File: config.mk
export PLATFORM = sky130hd
export DESIGN_NAME = mem_read_arbiter
export DESIGN_NICKNAME = d
export VERILOG_FILES = /design/src/rtl/mem_read_arbiter.sv
export SDC_FILE = /design/constraint.sdc
export NUM_CORES = 1
export LEC_CHECK = 0
export BUFFER_PORTS_ARGS = -buffer_cell sky130_fd_sc_hd__buf_2
export CAP_MARGIN = 20
export CORE_ASPECT_RATIO = 1.2
export CORE_UTILIZATION = 46
export CTS_CLUSTER_DIAMETER = 40
export DETAILED_ROUTE_END_ITERATION = 10
export PLACE_DENSITY_LB_ADDON = 0.2
export SYNTH_ARGS = -nofsm -noshare
export SYNTH_HDL_FRONTEND = slang
export SYNTH_SLANG_ARGS = --single-unit
File: constraint.sdc
create_clock -name clk -period 3.1 [get_ports clk]
set_input_delay 0.155 -clock clk [delete_from_list [all_inputs] [get_ports clk]]
set_output_delay 0.155 -clock clk [all_outputs]
set_load 0.005 [all_outputs]
File: src/rtl/mem_read_arbiter.sv
// mem_read_arbiter: round-robin grant of read descriptors, word-by-word memory issue, tagged data return
module mem_read_arbiter #(
  parameter int ID_W = 2,
  parameter int data_width = 32,
  localparam int NUM_REQ = 2**ID_W
) (
  input  logic                          clk,
  input  logic                          reset,
  input  logic [NUM_REQ-1:0]            req_valid,
  input  logic [NUM_REQ*data_width-1:0] req_desc,
  output logic [NUM_REQ-1:0]            req_ready,
  input  logic                          hold,
  output logic                          out_valid,
  output logic [data_width-1:0]         out_data,
  output logic [ID_W-1:0]               out_id,
  output logic [10:0]                   out_tag,
  output logic                          out_last,
  output logic                          busy,
  output logic                          chipselect,
  output logic [19:0]                   mem_addr,
  input  logic [data_width-1:0]         data_from_mem
);
  typedef enum logic [1:0] {IDLE, ISSUE, DRAIN} state_t;
  state_t state, state_n;
  logic [ID_W-1:0] rr_ptr, id_q, gnt, idx;
  logic found, issue, last_issue, issued_q, last_q, unused_bits;
  logic [10:0] base_q, size_q, k_q, addr_q, addr, tag_q, gnt_base, gnt_size;
  logic [data_width-1:0] gnt_desc;
  always_comb begin
    found = 1'b0;
    gnt = rr_ptr;
    idx = rr_ptr;
    for (int i = 0; i < NUM_REQ; i++) begin
      idx = rr_ptr + ID_W'(i);
      if (!found && req_valid[idx]) begin
        found = 1'b1;
        gnt = idx;
      end
    end
  end
  assign gnt_desc = req_desc[gnt*data_width +: data_width];
  assign gnt_base = gnt_desc[21:11];
  assign gnt_size = gnt_desc[10:0];
  assign unused_bits = ^gnt_desc[data_width-1:22];
  assign issue = state == ISSUE && !hold;
  assign last_issue = issue && k_q == size_q - 11'd1;
  assign addr = base_q + k_q;
  // reset gating keeps the combinational grant quiet while reset is held
  assign req_ready = (state == IDLE && found && !reset) ? NUM_REQ'(1) << gnt : '0;
  assign chipselect = issue;
  assign mem_addr = {9'b0, issue ? addr : addr_q};
  assign busy = state != IDLE;
  assign out_valid = issued_q;
  assign out_data = data_from_mem;
  assign out_id = id_q;
  assign out_tag = tag_q;
  assign out_last = last_q;
  always_comb begin
    state_n = state;
    if (state == IDLE && found && gnt_size != '0) state_n = ISSUE;
    if (last_issue) state_n = DRAIN;
    if (state == DRAIN) state_n = IDLE;
  end
  always_ff @(posedge clk or posedge reset) begin
    if (reset) begin
      state <= IDLE;
      rr_ptr <= '0;
      id_q <= '0;
      base_q <= '0;
      size_q <= '0;
      k_q <= '0;
      addr_q <= '0;
      tag_q <= '0;
      issued_q <= 1'b0;
      last_q <= 1'b0;
    end else begin
      state <= state_n;
      issued_q <= issue;
      last_q <= last_issue;
      if (state == IDLE && found) begin
        rr_ptr <= gnt + 1'b1;
        id_q <= gnt;
        base_q <= gnt_base;
        size_q <= gnt_size;
        k_q <= '0;
      end
      if (issue) begin
        k_q <= k_q + 11'd1;
        addr_q <= addr;
        tag_q <= k_q;
      end
    end
  end
endmodule
==> run summary <==
Status - completed
Hold Startpoint - req_desc[12]
Min-delay worst type - in2reg
Fillers - 921
Synth Instances - 575
Core area - 0.00922 mm²
Clock latency on the worst-skew pair - 340 ps
WS Path Type - reg2out
Initial core utilization - 0.482
Peak supply drop - 0.217 mV
Routed wire length - 11900 µm
ANT cells - 0
Slew HR - 0.371
Pin count of the biggest net entering global routing - 44
RR Startpoint - rr_ptr[1]
Initial antenna violation count - 0
WL/cell - 15.2 µm
Leak - 2.69 nW
Share of cells above drive strength 1 - 0.243
Remaining antenna violation count after routing - 0
Switching power - 1.03 mW
DIE HEIGHT - 110 µm
R2r setup slk - 500 ps
Clk slew on worst S/H paths - 70 ps
Switching part of the total - 0.361
Vias per inst - 5.45
Worst EP arrival - 2720 ps
Crit Path Max Fanout - 25
Worst Skew - 6.33 ps
Register share of total power - 0.385
Max Used Layer - met4
GRT overflow - 0
Global-route wire length before repair - 19400 µm
Most frequent cell after synthesis - nand2_1
Post-DP HPWL - 9290 µm
R2R Path End - state[0]
Tmin final - 2880 ps
Mux contribution to synthesized area - 0.00929
Clock Power Share - 0.247
CTS tree - built
Synth-to-Final Area Change - 15.3%
Simple-Gate Fraction of Synth Area - 0.270
Fin. max-slew vios - 0
Synth unique cells - 46
Final period util - 0.928
Max_cap viols - 0
Number of port buffers - 126
CTS Sinks - 63
Post-synth EDFFs - 0
Chip width - 91.8 µm
Seq/Total Area, Yosys - 0.355
CP required - 2940 ps
Hold path cells - 5
Area contributors post-synth - dfrtp_1 35%, nand2_1 12%, buf_4 6.9%
First-pass DRT Iterations - 5
Total power per unit cell area - 555 mW/mm²
Synth top cells by count - 146 x nand2_1, 63 x dfrtp_1, 51 x o21ai_0
Io pins - 240
Tot Pwr - 2.84 mW
Setup TNS - 0 ps
Worst setup SP type - flop
Worst R2R Path Depth - 7
Largest family of logic cells by synthesized area - simple AND/OR/NAND/NOR gates
CTS Buffer Depth - 2
Comb pwr share - 0.369
Yosys warnings - 0
Postcts setup bufs - 0
Worst slew pin tran - 943 ps
Iteration-0 DRC Markers - 154
Destination of the worst hold path - base_q[1]
Area fraction of the dominant cell type after synthesis - 0.355
H-Tree Depth - 3
RSZ-0062 raised after global routing - no
Synth Area in Adders - 0.0495
Met1 WL - 5250 µm
FFs w/ async S/R, synth - 1.00
Drc violations - 0
Synth Register Bits - 63
FP Rows - 38
Cts bufs inserted - 9
Setup violators final - 0
Clock root buffer - clkbuf_8
Crit end category - output pin
Internal power - 1.82 mW
Primary FF master, synth - dfrtp_1
Largest area contributor in the netlist - dfrtp_1
Die Footprint - 0.0101 mm²
Fmax - 348 MHz
DR WL met2 - 5720 µm
Nets - 847
Post-Syn Area - 0.00445 mm²
Mapped Avg Cell Area - 7.73 µm²
Hold Vio Cnt, Final - 0
Vias - 4293
Synth Area in Compound Gates - 0.155
Number of global-route vias before repair - 4070
Tot GR Track Use - 0.245
Final Non-Filler Cells - 788
Post-Synth XOR/XNOR Area - 0.0492
Routed wl met3 - 631 µm
GPL Wtd Cong - 0.883
Placed cell count - 771
critical path: stages (launching register included):
cell     delay (ps)
dfrtp_1         430
and3b_1         200
or4_4           610
nand2_1         220
inv_1           340
ha_1            310
and3_1          150
buf_2           120
cells in the final DEF (no fill, tap or decap), types with 5 or more instances in the layout:
cell      count
ha_1         16
dfrtp_1      62
inv_1        15
and3_1       24
buf_2       126
a31oi_1       6
clkbuf_8     10
o31ai_1       9
o22ai_1       5
nand3_1      49
buf_4        14
a21oi_1      12
nor2_1       17
nand2_1     146
a211oi_1     16
conb_1        9
o21ai_0      50
xnor2_1      15
xor2_1       10
power by group through the flow:
stage | registers (mW) | clock network, mW | logic [mW]
3_5_place_dp | 1.11 | 0 | 1.05
4_1_cts | 1.10 | 0.710 | 1.05
6_report | 1.09 | 0.701 | 1.05
2_1_floorplan | 1.09 | 0 | 0.734
5_1_grt | 1.12 | 0.744 | 1.19
3_3_place_gp | 1.10 | 0 | 1.02
repair_timing:
action                                  4_1_cts  5_1_grt
endpoints found under the hold margin        12        0
hold buffers                                  1        0
endpoints found under the setup margin        0        1
gates resized for setup                       0        1
metrics by stage:
| stage | instance area [µm²] | utilization | setup WS (ps) | hold WS, ps |
|---|---|---|---|---|
| finish | 5130 | 0.556 | 223 | 173 |
| CTS | 5120 | 0.556 | 196 | 167 |
| floorplan | 4480 | - | 775 | 391 |
| global route | 5130 | 0.556 | 62.3 | 197 |
| global placement | 4920 | 0.534 | 577 | 145 |
| detailed placement | 4920 | 0.534 | 530 | 151 |
layout make-up:
cell class / count / area (µm²) / share of cell area
Multi-Input combinational cell: 432 / 2400 / 0.469
Sequential cell: 63 / 1580 / 0.308
Timing Repair Buffer: 141 / 746 / 0.145
Tap cell: 120 / 150 / 0.0293
Clock buffer: 12 / 145 / 0.0283
Inverter: 16 / 60.1 / 0.0117
Clock inverter: 4 / 45.0 / 0.00879
how the worst max path moves through the flow:
stage,start,endpoint,cells after the start
finish,rr_ptr[1],req_ready[1],7
global route,rr_ptr[1],req_ready[1],7
CTS,rr_ptr[1],req_ready[1],7
detailed placement,size_q[2],state[0],7
global placement,rr_ptr[1],state[0],7
floorplan,size_q[0],state[0],9
state kept, by name, summed over array words and instances (netlist names):
register	flops
addr_q	11
base_q	11
k_q	11
out_tag	11
size_q	11
out_id	2
rr_ptr	2
state	2
out_last	1
out_valid	1
cells by family after synthesis:
| group | Yosys count |
|---|---|
| AND/OR/NAND/NOR | 264 |
| AO/OA/AOI/OAI | 113 |
| buffers and inverters | 88 |
| flip-flops | 63 |
| XOR/XNOR | 25 |
| adder cells (fa/ha/maj) | 17 |
| multiplexers | 4 |
| other | 1 |
layer usage:
metal,track usage,vias to the layer above
met5,0,-
met4,0.126,0
met3,0.0284,38
met2,0.405,151
met1,0.320,1995
li1,-,2109
Power figures use the tool's default switching activity.
